[src/rtl/dmem_master.sv]
// Data-memory master for the MEM stage: one RAM access per request through an
// IDLE/ACCESS/RESP FSM, with big-endian byte lanes, load extension and alignment traps.
module dmem_master (
  input  logic        clk,
  input  logic        rst,
  input  logic        req_i,
  input  logic [3:0]  op_i,
  input  logic [31:0] addr_i,
  input  logic [31:0] wdata_i,
  input  logic        flush_i,
  output logic        ready_o,
  output logic        done_o,
  output logic [31:0] rdata_o,
  output logic        excp_o,
  output logic        stall_req_o,
  output logic        mem_ce_o,
  output logic        mem_we_o,
  output logic [31:0] mem_addr_o,
  output logic [3:0]  mem_sel_o,
  output logic [31:0] mem_data_o,
  input  logic [31:0] mem_data_i
);

  localparam logic [3:0] OP_LB  = 4'd0;
  localparam logic [3:0] OP_LBU = 4'd1;
  localparam logic [3:0] OP_LH  = 4'd2;
  localparam logic [3:0] OP_LHU = 4'd3;
  localparam logic [3:0] OP_LW  = 4'd4;
  localparam logic [3:0] OP_SB  = 4'd8;
  localparam logic [3:0] OP_SH  = 4'd9;
  localparam logic [3:0] OP_SW  = 4'd10;

  localparam logic [1:0] SZ_B    = 2'd0;
  localparam logic [1:0] SZ_H    = 2'd1;
  localparam logic [1:0] SZ_W    = 2'd2;
  localparam logic [1:0] SZ_NONE = 2'd3;

  typedef enum logic [1:0] {
    S_IDLE   = 2'd0,
    S_ACCESS = 2'd1,
    S_RESP   = 2'd2
  } state_t;

  // Handshake: a request is taken on a rising edge where req_i & ready_o & ~flush_i;
  // op/addr/wdata are captured on that edge and the result is presented while done_o=1.
  state_t state_q;
  state_t state_d;

  logic [3:0]  op_q;
  logic [31:0] addr_q;
  logic [31:0] wdata_q;

  function automatic logic [1:0] op_size(input logic [3:0] op);
    case (op)
      OP_LB, OP_LBU, OP_SB: op_size = SZ_B;
      OP_LH, OP_LHU, OP_SH: op_size = SZ_H;
      OP_LW, OP_SW:         op_size = SZ_W;
      default:              op_size = SZ_NONE;
    endcase
  endfunction

  function automatic logic misaligned(input logic [1:0] size, input logic [1:0] lo);
    misaligned = ((size == SZ_H) && lo[0]) || ((size == SZ_W) && (lo != 2'b00));
  endfunction

  logic [1:0] in_size;
  logic       in_excp;
  logic       in_skip;
  logic       accept;

  assign in_size = op_size(op_i);
  assign in_excp = misaligned(in_size, addr_i[1:0]);
  // NOPs and misaligned requests bypass the RAM and answer straight from IDLE.
  assign in_skip = (in_size == SZ_NONE) || in_excp;
  assign accept  = req_i && ready_o && !flush_i;

  logic [1:0] q_size;
  logic       q_store;

  assign q_size  = op_size(op_q);
  assign q_store = (op_q == OP_SB) || (op_q == OP_SH) || (op_q == OP_SW);

  logic [3:0]  lane_sel;
  logic [31:0] store_data;
  logic [7:0]  load_byte;
  logic [15:0] load_half;
  logic [31:0] load_result;

  always_comb begin
    lane_sel   = 4'b0000;
    store_data = 32'd0;
    case (q_size)
      SZ_B: begin
        lane_sel   = 4'b1000 >> addr_q[1:0];
        store_data = {4{wdata_q[7:0]}};
      end
      SZ_H: begin
        lane_sel   = addr_q[1] ? 4'b0011 : 4'b1100;
        store_data = {2{wdata_q[15:0]}};
      end
      SZ_W: begin
        lane_sel   = 4'b1111;
        store_data = wdata_q;
      end
      default: begin
        lane_sel   = 4'b0000;
        store_data = 32'd0;
      end
    endcase
  end

  // Lane 0 (address offset 0) is the most significant byte of the RAM word.
  always_comb begin
    load_byte = 8'd0;
    case (addr_q[1:0])
      2'd0:    load_byte = mem_data_i[31:24];
      2'd1:    load_byte = mem_data_i[23:16];
      2'd2:    load_byte = mem_data_i[15:8];
      default: load_byte = mem_data_i[7:0];
    endcase
    load_half = addr_q[1] ? mem_data_i[15:0] : mem_data_i[31:16];
    case (op_q)
      OP_LB:   load_result = {{24{load_byte[7]}}, load_byte};
      OP_LBU:  load_result = {24'd0, load_byte};
      OP_LH:   load_result = {{16{load_half[15]}}, load_half};
      OP_LHU:  load_result = {16'd0, load_half};
      OP_LW:   load_result = mem_data_i;
      default: load_result = 32'd0;
    endcase
  end

  always_ff @(posedge clk) begin
    if (rst) begin
      state_q <= S_IDLE;
    end else begin
      state_q <= state_d;
    end
  end

  always_comb begin
    state_d = state_q;
    case (state_q)
      S_IDLE: begin
        if (accept) begin
          state_d = in_skip ? S_RESP : S_ACCESS;
        end
      end
      S_ACCESS: state_d = flush_i ? S_IDLE : S_RESP;
      S_RESP:   state_d = S_IDLE;
      default:  state_d = S_IDLE;
    endcase
  end

  always_comb begin
    ready_o     = (state_q == S_IDLE);
    done_o      = (state_q == S_RESP) && !flush_i;
    stall_req_o = (req_i && !ready_o) || accept;
    mem_ce_o    = 1'b0;
    mem_we_o    = 1'b0;
    mem_addr_o  = 32'd0;
    mem_sel_o   = 4'b0000;
    mem_data_o  = 32'd0;
    if (state_q == S_ACCESS) begin
      mem_ce_o   = 1'b1;
      mem_we_o   = q_store;
      mem_addr_o = {addr_q[31:2], 2'b00};
      mem_sel_o  = lane_sel;
      mem_data_o = q_store ? store_data : 32'd0;
    end
  end

  // Results change only on entry to RESP; a flushed ACCESS leaves the old result in place.
  always_ff @(posedge clk) begin
    if (rst) begin
      op_q    <= 4'd0;
      addr_q  <= 32'd0;
      wdata_q <= 32'd0;
      rdata_o <= 32'd0;
      excp_o  <= 1'b0;
    end else begin
      if (accept) begin
        op_q    <= op_i;
        addr_q  <= addr_i;
        wdata_q <= wdata_i;
        if (in_skip) begin
          rdata_o <= 32'd0;
          excp_o  <= in_excp;
        end
      end
      if ((state_q == S_ACCESS) && !flush_i) begin
        rdata_o <= q_store ? 32'd0 : load_result;
        excp_o  <= 1'b0;
      end
    end
  end

endmodule

[config.mk]
export PLATFORM = sky130hd
export DESIGN_NAME = dmem_master
export DESIGN_NICKNAME = d
export VERILOG_FILES = /design/src/rtl/dmem_master.sv
export SDC_FILE = /design/constraint.sdc
export NUM_CORES = 1
export LEC_CHECK = 0
export BUFFER_PORTS_ARGS = -buffer_cell sky130_fd_sc_hd__buf_2
export CAP_MARGIN = 15
export CORE_ASPECT_RATIO = 0.9
export CORE_UTILIZATION = 48
export DETAILED_ROUTE_END_ITERATION = 8
export PLACE_DENSITY = 0.8
export SKIP_LAST_GASP = 1
export SYNTH_ARGS = -nofsm -noshare
export SYNTH_HDL_FRONTEND = slang
export SYNTH_SLANG_ARGS = --single-unit
export TNS_END_PERCENT = 1
[constraint.sdc]
create_clock -name clk -period 2.4 [get_ports clk]
set_input_delay 0.24 -clock clk [delete_from_list [all_inputs] [get_ports clk]]
set_output_delay 0.24 -clock clk [all_outputs]
set_load 0.01 [all_outputs]
==> After elaboration in Yosys (flattened, before gate mapping) <==
Memory sizes are Yosys's and may differ from the RTL's. A register that Yosys moved wholly into a read port is not among the register bits.
Cells that the tools add are included.
{ "classes": {"eq_ne": 17, "muxes": 22, "reduce_logical": 24, "n_shift": 1} }
{ "op_table": {"columns": ["op", "count"], "rows": [
  ["$mux 32", 7],
  ["$pmux 32 s5", 1],
  ["$pmux 32 s3", 1],
  ["$pmux 8 s3", 1],
  ["$mux 16", 1],
  ["$mux 4", 4],
  ["$eq 4x4->1 const B", 3],
  ["$pmux 4 s3", 1],
  ["$eq 2x2->1 const B", 5],
  ["$eq 2x1->1 const B", 4],
  ["$eq 4x2->1 const B", 2],
  ["$logic_and 1x1->1", 7],
  ["$logic_not 2->1", 3],
  ["$mux 2", 3],
  ["$reduce_bool 2->1", 3],
  ["$logic_or 1x1->1", 5],
  ["$eq 4x1->1 const B", 1],
  ["$eq 4x3->1 const B", 1],
  ["$logic_not 4->1", 1],
  ["$pmux 2 s2", 1],
  ["$reduce_and 2->1", 2],
  ["$shr 4x2->4 const A", 1],
  ["$logic_not 1->1", 2],
  ["$mux 1", 2],
  ["2 further kinds", 2]
]} }
{ "word_totals": {"output_inout_bits": 106, "n_memories": 2, "inputBits": 104, "wordCells": 72, "mem_bits_ro": 64, "register_bits": 103} }
{ "mem_list": {"columns": ["name", "depth", "width", "read_ports", "rd_ports_with_merged_regs", "write_ports", "line_no", "rtl"], "rows": [
  ["(no name shown)", 16, 2, 1, 1, 0, "54", "case (op)"],
  ["(no name shown)", 16, 2, 1, 0, 0, "54", null]
]} }

==> Logic depth before layout (Yosys ltp) <==
Gate-level depths: netlist of the first run.
An unclocked memory read counts as a cell.
{ "logic_depth": {"ltp_word": 8, "mapped_depth": 7, "depth_no_buf": 4} }

==> Least setup slack after synthesis of the first run <==
No wires, ideal clock.
{ "synth_path": {"path_kind": "reg2reg", "startpoint": "register state_q[1]", "endpoint": "register, netlist name q_size[0]", "required_time_ps": 2278, "period_less_slack_ps": 1777, "setup_ps": 122, "arrival_time_ps": 1655, "n_path_buf": 0, "path_stages_with_launch": 5, "setup_slack_ps": 623, "path_cell_list": "dfxtp_1 -> nor4b_4 -> mux2_2 -> and3b_1 -> o32a_1"} }
{ "synth_between": {"elab_chain_cells": 5} }
{ "synth_lines": {"columns": ["element", "line_no", "rtl"], "rows": [
  ["from (decl)", "46", "state_t state_q;"],
  ["from (signal assigned)", "136", "state_q <= state_d;"],
  ["$logic_not 2->1", "155", "ready_o = (state_q == S_IDLE);"],
  ["$logic_and 1x1->1 (2 in a row)", "75", "assign accept = req_i && ready_o && !flush_i;"],
  ["$mux 4 (no source line) (2 in a row)", null, null]
]} }
No other way between the ends.
A chain may end at the register's enable or synchronous reset.

==> Worst setup path after layout of the first run <==
{ "layout_path": {"startpoint": "register, netlist name q_size[0]", "endpoint": "output port mem_data_o[14]"} }
{ "layout_between": {"elab_chain_cells": 4, "word_cells_on_any_way": 6, "classes_between": "eq/ne: 2; mux: 3; reduce/logical: 1"} }
{ "layout_lines": {"columns": ["element", "line_no", "rtl"], "rows": [
  ["$eq 2x2->1, or another cell as far along", "92", "case (q_size)"],
  ["$pmux 32 s3 *", "92", null],
  ["$mux 32 *", "168", "mem_data_o = q_store ? store_data : 32'd0;"],
  ["$mux 32 *", "163", "if (state_q == S_ACCESS) begin"],
  ["to (decl)", "20", "output logic [31:0] mem_data_o,"]
]} }
Every way passes the cells marked *; elsewhere a longest branch is shown, timed or not.

==> results of run 1 <==
metrics by stage:
stage          worst slack [ps]  power [mW]  util (%)  hold slack, ps
2_1_floorplan               623        2.26         -             376
3_3_place_gp                537        2.46      60.2             439
3_5_place_dp                445        2.48      60.2             443
4_1_cts                     252        3.89      63.0             113
5_1_grt                    45.0        4.03      63.0             121
6_report                    208        3.86      63.0             126
final cells by class:
class	count	share of cell area, %
flip-flops and latches	105	32.4
clock buffers	9	3.47
clock inverters	7	0.945
multi-input cells	471	42.5
repair buffers	224	17.9
well taps	129	2.49
inverters	5	0.289
routing by layer:
layer / vias to the layer above / part of all wire [%]
met2: 282 / 49
met4: 4 / 1.2
met3: 22 / 8.9
li1: 2557 / -
met5: - / 0.15
met1: 2556 / 41
tightest hold or removal path: stages:
cell	delay [ps]
sky130_fd_sc_hd__buf_2	90
sky130_fd_sc_hd__nand2_1	40
sky130_fd_sc_hd__a21oi_1	50
report_power, final:
| part | internal [mW] | total, mW | switching [mW] |
|---|---|---|---|
| clock | 0.725 | 1.42 | 0.693 |
| sequential | 1.81 | 1.86 | 0.0525 |
| combinational | 0.249 | 0.586 | 0.336 |
| total | 2.78 | 3.86 | 1.08 |
cells in the final DEF, fill, tap and decap left out, types with 3 or more instances in the layout:
cell,n
sky130_fd_sc_hd__and3_1,10
sky130_fd_sc_hd__buf_4,17
sky130_fd_sc_hd__a211oi_1,3
sky130_fd_sc_hd__mux4_2,8
sky130_fd_sc_hd__buf_2,207
sky130_fd_sc_hd__a21oi_1,85
sky130_fd_sc_hd__nand2_1,151
sky130_fd_sc_hd__a2bb2oi_1,9
sky130_fd_sc_hd__clkbuf_16,9
sky130_fd_sc_hd__inv_1,5
sky130_fd_sc_hd__a22oi_1,10
sky130_fd_sc_hd__mux2_2,5
sky130_fd_sc_hd__o21ai_0,19
sky130_fd_sc_hd__and2_1,37
sky130_fd_sc_hd__a22o_1,18
sky130_fd_sc_hd__nand2b_1,4
sky130_fd_sc_hd__o2bb2ai_1,14
sky130_fd_sc_hd__dfxtp_1,105
sky130_fd_sc_hd__a221oi_1,14
sky130_fd_sc_hd__nor2_1,38
sky130_fd_sc_hd__nor2b_1,15
sequential cells by signal, indices dropped and copies added, names as in the netlist:
name	cells
rdata_o	32
state_q	2
addr_q	32
q_size	2
excp_o	1
op_q	4
wdata_q	32
synth_stat cells, types with 2 or more instances:
cell type,instances,area [um2]
sky130_fd_sc_hd__o2bb2ai_1,14,123
sky130_fd_sc_hd__a21oi_1,85,425
sky130_fd_sc_hd__and3_1,10,62.6
sky130_fd_sc_hd__dfxtp_1,105,2100
sky130_fd_sc_hd__nor4b_4,2,47.6
sky130_fd_sc_hd__nand2b_1,4,25.0
sky130_fd_sc_hd__clkbuf_1,33,124
sky130_fd_sc_hd__mux2_2,5,56.3
sky130_fd_sc_hd__o21a_1,2,15.0
sky130_fd_sc_hd__a31oi_1,2,12.5
sky130_fd_sc_hd__o21ai_0,19,95.1
sky130_fd_sc_hd__mux4_2,8,180
sky130_fd_sc_hd__buf_4,2,15.0
sky130_fd_sc_hd__a22o_1,18,158
sky130_fd_sc_hd__and2_1,37,231
sky130_fd_sc_hd__nor3b_1,2,15.0
sky130_fd_sc_hd__nand2_1,151,567
sky130_fd_sc_hd__nor2b_1,15,93.8
sky130_fd_sc_hd__nor2_1,38,143
sky130_fd_sc_hd__a2bb2oi_1,9,78.8
sky130_fd_sc_hd__a221oi_1,14,123
sky130_fd_sc_hd__nor3_1,2,10.0
sky130_fd_sc_hd__inv_1,5,18.8
sky130_fd_sc_hd__or2_2,2,12.5
sky130_fd_sc_hd__and3b_1,2,17.5
sky130_fd_sc_hd__buf_2,19,95.1
sky130_fd_sc_hd__a211oi_1,3,22.5
sky130_fd_sc_hd__a22oi_1,10,75.1
final timing paths:
check	slack (ps)	to
setup reg to reg	430	q_size[0]
hold reg to reg	450	addr_q[18]
setup / recovery	210	mem_data_o[14]
hold / removal	130	addr_q[19]
cells by family (layout without fill, tap and decap cells):
kind of cell,after synthesis,count (layout),share of synthesized area (%)
simple gates,270,270,24.7
compound gates,184,184,23.6
flops,105,105,41.2
buf+inv,60,245,5.03
mux,15,15,5.28
other cells,1,2,0.0736
==> Flow_metrics.wiki, run 1 <==
{| class="wikitable"
! Metric !! Value
|-
| Number of filler cells placed in the layout || 925
|-
| Post-synthesis instance area || 5100 um2
|-
| Final Max Slew Viols || 0
|-
| Slowest stage delay, CP || 510 ps
|-
| Overall global routing resource usage || 27.7%
|-
| Largest delay contributor family on the critical path || simple AND/OR/NAND/NOR gates
|-
| Maximum buffer depth of the clock tree || 2
|-
| Static leakage || 2.92 nW
|-
| Number of buffer cells added on primary ports || 207
|-
| Post-route fraction of the period consumed by the critical path || 91.3%
|-
| Global-route wire length before repair || 24.8 mm
|-
| Ant diodes || 0
|-
| Clk Latency, worst-skew pair || 340 ps
|-
| Register-to-Register Path Depth || 5
|-
| Transition time at the pin with the least slew margin || 821 ps
|-
| Number of remaining DRC errors || 0
|-
| Routability Congestion || 0.900
|-
| TritonCTS clock tree || built
|-
| Worst slew slack as a fraction of its limit || between 40% and 50%
|-
| Nature of the critical path startpoint || flip-flop
|-
| Total power divided by cell area || 596 nW/um2
|-
| Final nets || 920
|-
| Reg area || ~2100 um2
|-
| Clock-pin slew reported for the worst setup and hold paths after clock tree synthesis || 80 ps
|-
| CP Data Required Time || 2160 ps
|-
| Final antenna-violating net count || 0
|-
| Effective utilization at floorplan || 49.5%
|-
| Number of gates given a new drive strength after cts || 0
|-
| Count of buffering cells on the critical path with inverters included || 1
|-
| Minimum clock period || ~2200 ps
|-
| Multi-input gate area || 2750 um2
|-
| Count of placed standard cells in the final layout, fillers left out || 950
|-
| Prevailing post-synth register cell || sky130_fd_sc_hd__dfxtp_1
|-
| Critical Path Start || q_size[0]
|-
| Kind of path behind the tightest hold check || primary input to flip-flop
|-
| Beginning of the worst hold path || addr_i[19]
|-
| TNS Setup || 0 ps
|-
| Number of core rows || 35
|-
| Kind of critical path || flip-flop to primary output
|-
| Total half-perimeter wirelength after legalization and detailed placement || 11.4 mm
|-
| Remaining Overflow, GRT || 0
|-
| Post-placement cell count || ~930
|-
| Final design instance area without fill || 6490 um2
|-
| WHS Path Cells || 3
|-
| Final hold violation count || 0
|-
| Placeable core region || 10300 um2
|-
| Met3 capacity usage during global routing || under 10%
|-
| Part of the Yosys area used for sequential elements || 41.2%
|-
| H-tree depth || 3
|-
| Worst reg2reg startpoint || state_q[1]
|-
| Maximum fanout encountered on the critical timing path || 9
|-
| Number of DRC markers after the initial detailed-route iteration || 475
|-
| Vias per cell || 5.71
|-
| Count of unique library cells instantiated by Yosys || 45
|-
| Global routing usage on met2 || 47.2%
|-
| Number of warning messages in the yosys log || 0
|-
| Cts bufs inserted || 9
|-
| Stages on the worst setup path || 5
|-
| Initial antenna violation count || 2
|-
| # Max-Cap Violations || 0
|-
| Mean instance size in the synthesized netlist || about 8 um2
|-
| Peak VDD IR || 0.000552 V
|-
| Clock tree sinks || 105
|-
| Floorplan die area || between 10000 and 15000 um2
|-
| Series of cell instances along the critical path || nor2b_1 > or2_2 > a22oi_1 > nor2_1 > buf_2
|-
| Synthesized flop and latch total || 105
|-
| Synth-to-Final Area Change || 27.2%
|-
| Total routed wirelength || around 15 mm
|-
| Largest net degree at the start of global routing || 49
|-
| Height of the chip || 99.8 um
|-
| Root buffer cell || sky130_fd_sc_hd__clkbuf_16
|-
| Detailed-routing iteration count for the pre-antenna-repair pass || 5
|-
| Post-Syn Instances || 635
|-
| Number of buffers added to fix hold violations after cts || 0
|-
| Achievable clock frequency || 0.456 GHz
|-
| GRT Max-Usage Layer || met2
|-
| Share of layout cells above drive strength 1 || between 30% and 40%
|-
| Kind of end point of the critical path || primary output
|-
| Fraction of registers with async set or reset after synthesis || 0%
|-
| Final setup vio count || 0
|-
| Outcome || finished clean
|-
| Cell area after placement || 6200 um2
|-
| Met1 usage || 35.1%
|-
| Unrepaired setup endpoints after global routing || no
|-
| Number of vias in the routed layout || 5421
|-
| Routed length per placed instance || 16.3 um
|-
| Vias in the first global route || ~5k
|-
| Slowest CP cell || sky130_fd_sc_hd__nor2b_1
|-
| Number of buffers added for setup after CTS || 0
|-
| Setup clock skew after layout || 8.22 ps
|-
| Die span in x || 111 um
|-
| EDFF count, synth || 0
|-
| Data arrival time at the worst-slack endpoint || 1950 ps
|-
| I/O pin total || 210
|}
Note: power is estimated with default switching activity, not from simulation.
==> inputs of run 2 (changes only) <==
- CORE_MARGIN: not set -> 3
==> run 2 against run 1 <==
The flow now finishes with violations (setup timing). Sequential power hardly changed. Utilization is 0.061 points lower. Wire length is 2.0% higher. Clock-buffer cell count stayed put. Maximum frequency is 10% lower. Final cell count is 0.21% lower. Clock power is 3% higher. Largest power group unchanged.
==> Flow_metrics.wiki, run 2 (synthesized netlist as in run 1, its figures left out) <==
{| class="wikitable"
! Metric !! Value
|-
| Violations in the final reports || setup timing
|-
| Cts bufs inserted || 9 (unchanged)
|-
| Final hold violation count || 0 (unchanged)
|-
| Global-route wire length before repair || 25.0 mm (+0.84%)
|-
| Multi-input gate area || 2760 um2 (+0.14%)
|-
| Final setup vio count || 7 (+7)
|-
| Routed length per placed instance || 16.6 um (+2.2%)
|-
| Effective utilization at floorplan || 49.5% (unchanged)
|-
| Clk Latency, worst-skew pair || 350 ps (about the same)
|-
| Ant diodes || 0 (unchanged)
|-
| Achievable clock frequency || 0.409 GHz (-10%)
|-
| Final nets || 918 (-0.22%)
|-
| Total routed wirelength || 15.8 mm (+2.0%)
|-
| Number of remaining DRC errors || 0 (unchanged)
|-
| Largest registers in the final layout || addr_q x32, rdata_o x32, wdata_q x32
|-
| Placeable core region || 10300 um2 (unchanged)
|-
| Cell area after placement || 6180 um2 (-0.24%)
|-
| Nature of the critical path startpoint || flip-flop
|-
| Detailed-routing iteration count for the pre-antenna-repair pass || 6 (+1)
|-
| Number of buffer cells added on primary ports || 207 (unchanged)
|-
| Peak VDD IR || 0.000453 V (-18%)
|-
| Outcome || finished, violations left
|-
| Kind of path behind the tightest hold check || primary input to flip-flop
|-
| Synth-to-Final Area Change || 27.1% (about the same)
|-
| Worst hold-check slack || 117 ps (-8.18 ps)
|-
| I/O pin total || 210 (unchanged)
|-
| Number of buffers added for setup after CTS || 0 (unchanged)
|-
| Largest net degree at the start of global routing || 66 (+35%)
|-
| Clock-pin slew reported for the worst setup and hold paths after clock tree synthesis || 80 ps (about the same)
|-
| Final design instance area without fill || 6480 um2 (about the same)
|-
| Minimum clock period || 2450 ps (+255 ps)
|-
| Commonest non-fill, non-tap cell in the layout || sky130_fd_sc_hd__buf_2
|-
| Worst setup timing slack at the placement stage || 341 ps (-104 ps)
|-
| Number of buffers added to fix hold violations after cts || 0 (unchanged)
|-
| Die span in x || 115 um (+3.6%)
|-
| Floorplan die area || 11900 um2 (+7.8%)
|-
| Final antenna-violating net count || 0 (unchanged)
|-
| Total half-perimeter wirelength after legalization and detailed placement || 11.6 mm (+2.3%)
|-
| Post-route fraction of the period consumed by the critical path || 102% (+11 points)
|-
| H-tree depth || 3 (unchanged)
|-
| CP Data Required Time || 2160 ps (about the same)
|-
| Total power divided by cell area || 603 nW/um2 (+1.3%)
|-
| Initial antenna violation count || 2 (unchanged)
|-
| Kind of critical path || flip-flop to primary output
|-
| Height of the chip || 104 um (+4.0%)
|-
| Number of DRC markers after the initial detailed-route iteration || 543 (+14%)
|-
| Vias per cell || 5.66 (-0.73%)
|-
| Kind of end point of the critical path || primary output
|-
| Setup clock skew after layout || 5.93 ps (-2.29 ps)
|-
| Overall global routing resource usage || 25.9% (-1.9 points)
|-
| Routability Congestion || 0.931 (+3.5%)
|-
| TritonCTS clock tree || built
|-
| Transition time at the pin with the least slew margin || 937 ps (+117 ps)
|-
| Clock tree sinks || 105 (unchanged)
|-
| Slowest CP cell || sky130_fd_sc_hd__nor2b_1
|-
| Maximum fanout encountered on the critical timing path || 11 (+2)
|-
| Number of vias in the routed layout || 5370 (-0.94%)
|-
| Share of layout cells above drive strength 1 || 31.9% (-0.044 points)
|-
| Final Max Slew Viols || 0 (unchanged)
|-
| Remaining Overflow, GRT || 0 (unchanged)
|-
| Series of cell instances along the critical path || nor2b_1 > or2_2 > a22oi_1 > nor2_1 > buf_2
|-
| Vias in the first global route || 5043 (+0.76%)
|-
| Number of core rows || 35 (unchanged)
|-
| Worst slew slack as a fraction of its limit || 37.0% (-7.8 points)
|-
| Unrepaired setup endpoints after global routing || yes
|-
| Reg area || 2100 um2 (unchanged)
|-
| Data arrival time at the worst-slack endpoint || 2210 ps (+260 ps)
|-
| Static leakage || 2.91 nW (-0.17%)
|-
| Root buffer cell || sky130_fd_sc_hd__clkbuf_16
|-
| Number of filler cells placed in the layout || 879 (-5.0%)
|-
| Post-route setup slack || -46.8 ps (-255 ps)
|-
| Maximum buffer depth of the clock tree || 2 (unchanged)
|-
| # Max-Cap Violations || 0 (unchanged)
|-
| Top library cells by usage in the layout, fill and taps aside || 207 x sky130_fd_sc_hd__buf_2, 151 x sky130_fd_sc_hd__nand2_1, 105 x sky130_fd_sc_hd__dfxtp_1, 84 x sky130_fd_sc_hd__a21oi_1, 38 x sky130_fd_sc_hd__nor2_1
|-
| TNS Setup || -139 ps (-139 ps)
|-
| Slowest stage delay, CP || 610 ps (+100 ps)
|}
[run 2: metal layers]
layer	vias up	part of all wire, %	wire, um	global-route usage (%)
met3	42	11	1710	8.53
li1	2573	-	-	-
met1	2438	41	6390	33.5
met4	4	2.2	349	7.80
met2	313	46	7290	40.7
met5	-	0.15	24	0
[run 2: repair_timing]
item,CTS,global route
resized for setup,0,1
endpoints found under the hold margin,0,0
setup endpoints to repair,13,16
pin swaps,0,0
[run 2: cell type report]
cell class                      instances  share of cell area, %
Tap cell                              129                   2.49
Multi-Input combinational cell        471                   42.6
Sequential cell                       105                   32.4
Clock inverter                          7                   1.02
Inverter                                5                  0.290
Clock buffer                            9                   3.48
Timing Repair Buffer                  222                   17.7
[run 2: through the flow]
step           instances  utilization [%]  total power, mW
6_report             948             63.0             3.91
5_1_grt              948             63.0             4.07
4_1_cts              948             62.9             3.93
3_5_place_dp         932             60.1             2.48
3_3_place_gp         932             60.1             2.46
2_1_floorplan        636                -             2.26
[run 2: worst max-delay path: cells and delay by family (launching register included)]
kind	cells	cell delay [ps]
simple gates	3	1070
flops	1	530
buf+inv	1	140
compound gates	1	120
[run 2: final timing paths]
path	slack [ps]	cells past startpoint	start	end
max	-50	5	q_size[1]	mem_data_o[11]
min	120	3	addr_i[31]	addr_q[31]
max reg2reg	350	4	op_q[3]	rdata_o[10]
min reg2reg	450	2	addr_q[11]	addr_q[11]
[run 2: where the power goes]
part | total (mW) | switching, mW | internal [mW]
Clock | 1.46 | 0.722 | 0.739
Combinational | 0.586 | 0.338 | 0.248
Sequential | 1.86 | 0.0541 | 1.81
Total | 3.91 | 1.11 | 2.79
==> inputs of run 3 (changes only) <==
- PLACE_DENSITY: 0.8 -> 0.76
==> run 3 against run 2 <==
The run now ends clean. Non-clock buffer count stayed put. Maximum frequency is 6.0% higher. Clock-buffer cell count is 1 higher. Combinational power is 0.9% higher. Via count is 1.3% lower. Clock skew is 1.2 ps higher. Final cell count stayed put. Cell area hardly changed. Register-to-register slack better by 30 ps. Critical endpoint unchanged.
==> Flow_metrics.wiki, run 3 (synthesized netlist as in run 1, its figures left out) <==
{| class="wikitable"
! Metric !! Value
|-
| Outcome || finished clean
|-
| Final nets || 918 (unchanged)
|-
| Die span in x || 115 um (unchanged)
|-
| Commonest non-fill, non-tap cell in the layout || sky130_fd_sc_hd__buf_2
|-
| Setup slack on the worst flop-to-flop path || 380 ps (+30 ps)
|-
| TNS Setup || 0 ps (+139 ps)
|-
| Ant diodes || 0 (unchanged)
|-
| Post-route fraction of the period consumed by the critical path || 96.2% (-5.8 points)
|-
| Setup clock skew after layout || 7.09 ps (+1.16 ps)
|-
| Initial antenna violation count || 0 (-2)
|-
| Worst reg2reg startpoint || op_q[1]
|-
| Logic pwr share || 15.3% (+0.3 points)
|-
| Total power divided by cell area || 597 nW/um2 (-1.0%)
|-
| Top library cells by usage in the layout, fill and taps aside || 207 x sky130_fd_sc_hd__buf_2, 151 x sky130_fd_sc_hd__nand2_1, 105 x sky130_fd_sc_hd__dfxtp_1, 84 x sky130_fd_sc_hd__a21oi_1, 38 x sky130_fd_sc_hd__nor2_1
|-
| Effective utilization at floorplan || 49.5% (unchanged)
|-
| Register share of total power || 48.1% (+0.5 points)
|-
| Final hold violation count || 0 (unchanged)
|-
| Minimum clock period || 2310 ps (-138 ps)
|-
| # Max-Cap Violations || 0 (unchanged)
|-
| Number of gates given a new drive strength after cts || 0 (unchanged)
|-
| Remaining Overflow, GRT || 0 (unchanged)
|-
| Worst slew slack as a fraction of its limit || 40.3% (+3.3 points)
|-
| Number of DRC markers after the initial detailed-route iteration || 494 (-9.0%)
|-
| Root buffer cell || sky130_fd_sc_hd__clkbuf_16
|-
| Final setup vio count || 0 (-7)
|-
| Largest registers in the final layout || addr_q x32, rdata_o x32, wdata_q x32
|-
| Data arrival time at the worst-slack endpoint || 2070 ps (-140 ps)
|-
| Routability Congestion || 0.972 (+4.3%)
|-
| Kind of critical path || flip-flop to primary output
|-
| Detailed-routing iteration count for the pre-antenna-repair pass || 5 (-1)
|-
| Final antenna-violating net count || 0 (unchanged)
|-
| Cts bufs inserted || 9 (unchanged)
|-
| Peak VDD IR || 0.000440 V (-2.9%)
|-
| Endpoint with the worst hold slack || addr_q[8]
|-
| Clock tree sinks || 105 (unchanged)
|-
| Maximum fanout encountered on the critical timing path || 9 (-2)
|-
| Register-to-Register Path Depth || 4 (unchanged)
|-
| Vias in the first global route || 4967 (-1.5%)
|-
| Maximum buffer depth of the clock tree || 2 (unchanged)
|-
| TritonCTS clock tree || built
|-
| Placeable core region || 10300 um2 (unchanged)
|-
| Switching part of the total || 27.5% (-0.98 points)
|-
| Global-route wire length before repair || 24.5 mm (-2.0%)
|-
| Reg-to-reg endpoint || rdata_o[9]
|-
| Share of layout cells above drive strength 1 || 31.9% (unchanged)
|-
| Total routed wirelength || 15.6 mm (-0.83%)
|-
| H-tree depth || 3 (unchanged)
|-
| Nature of the critical path startpoint || flip-flop
|-
| Height of the chip || 104 um (unchanged)
|-
| Kind of path behind the tightest hold check || primary input to flip-flop
|-
| Number of buffer cells added on primary ports || 207 (unchanged)
|-
| Transition time at the pin with the least slew margin || 888 ps (-48.9 ps)
|-
| Number of buffers added to fix hold violations after cts || 0 (unchanged)
|-
| Number of buffers added for setup after CTS || 0 (unchanged)
|-
| Final Max Slew Viols || 0 (unchanged)
|-
| Total half-perimeter wirelength after legalization and detailed placement || 11.5 mm (-1.1%)
|-
| Overall global routing resource usage || 25.1% (-0.70 points)
|-
| Beginning of the worst hold path || addr_i[8]
|-
| Kind of end point of the critical path || primary output
|-
| Fraction of the core area covered by cells at the end of the flow || 62.9% (about the same)
|-
| Unrepaired setup endpoints after global routing || yes
|-
| Cell-internal power || 2.80 mW (+0.30%)
|-
| Clock-pin slew reported for the worst setup and hold paths after clock tree synthesis || 70 ps (about the same)
|-
| Static leakage || 2.91 nW (-0.14%)
|-
| Floorplan die area || 11900 um2 (unchanged)
|-
| Clk Latency, worst-skew pair || 340 ps (about the same)
|-
| Largest net degree at the start of global routing || 58 (-12%)
|-
| Number of vias in the routed layout || 5301 (-1.3%)
|-
| Switching power total || 1.06 mW (-4.5%)
|-
| I/O pin total || 210 (unchanged)
|-
| Number of remaining DRC errors || 0 (unchanged)
|-
| Achievable clock frequency || 0.433 GHz (+6.0%)
|-
| Number of core rows || 35 (unchanged)
|-
| Part of the power in the clock network || 36.7% (-0.7 points)
|-
| Synth-to-Final Area Change || 27.1% (about the same)
|-
| WHS Path Cells || 3 (unchanged)
|-
| Routed length per placed instance || 16.5 um (-0.83%)
|-
| CP Data Required Time || 2160 ps (about the same)
|-
| Vias per cell || 5.59 (-1.3%)
|}
==> run 3: worst max-delay path by stage <==
| stage | from | to | slack [ps] | cells after the start |
|---|---|---|---|---|
| floorplan | state_q[1] | q_size[0] | 620 | 4 |
| global placement | state_q[1] | mem_data_o[28] | 490 | 5 |
| detailed placement | state_q[0] | mem_data_o[28] | 400 | 5 |
| CTS | state_q[0] | mem_data_o[28] | 20 | 5 |
| global route | q_size[1] | mem_data_o[9] | -70 | 5 |
| finish | q_size[1] | mem_data_o[11] | 90 | 5 |
==> run 3: stage by stage <==
stage	hold slack, ps	worst slack, ps	instance area [um2]	cells	power (mW)
floorplan	376	623	5100	636	2.26
global placement	438	491	6180	932	2.46
detailed placement	444	402	6180	932	2.48
CTS	117	24.9	6470	948	3.89
global route	116	-74.8	6480	948	4.04
finish	128	91.3	6480	948	3.87
==> run 3: area by class of cell <==
type / count / area, um2
sequential: 105 / 2100
fill: 939 / 3810
inverter: 5 / 18.8
clock inverter: 6 / 50.0
timing repair buffer: 222 / 1150
tap: 129 / 161
clock buffer: 10 / 239
multi-input combinational: 471 / 2760
==> run 3: critical path, cell delays in order, from the launching register on <==
cell	delay [ps]
sky130_fd_sc_hd__dfxtp_1	480
sky130_fd_sc_hd__nor2b_1	540
sky130_fd_sc_hd__or2_2	310
sky130_fd_sc_hd__a22oi_1	110
sky130_fd_sc_hd__nor2_1	130
sky130_fd_sc_hd__buf_2	150
==> run 3: power groups by stage <==
stage | logic [mW] | clock network, mW | registers [mW]
after floorplan | 0.382 | 0 | 1.88
after global placement | 0.568 | 0 | 1.89
after detailed placement | 0.583 | 0 | 1.90
after CTS | 0.585 | 1.45 | 1.86
after global routing | 0.652 | 1.52 | 1.87
final | 0.591 | 1.42 | 1.86
==> run 3: layer usage <==
metal  routed length [um]  up-vias  track usage, %
li1                     -     2561               -
met1                 6530     2458            33.5
met5                    0        -               0
met3                 1530       22            6.72
met2                 7300      260            39.8
met4                  265        0            7.55
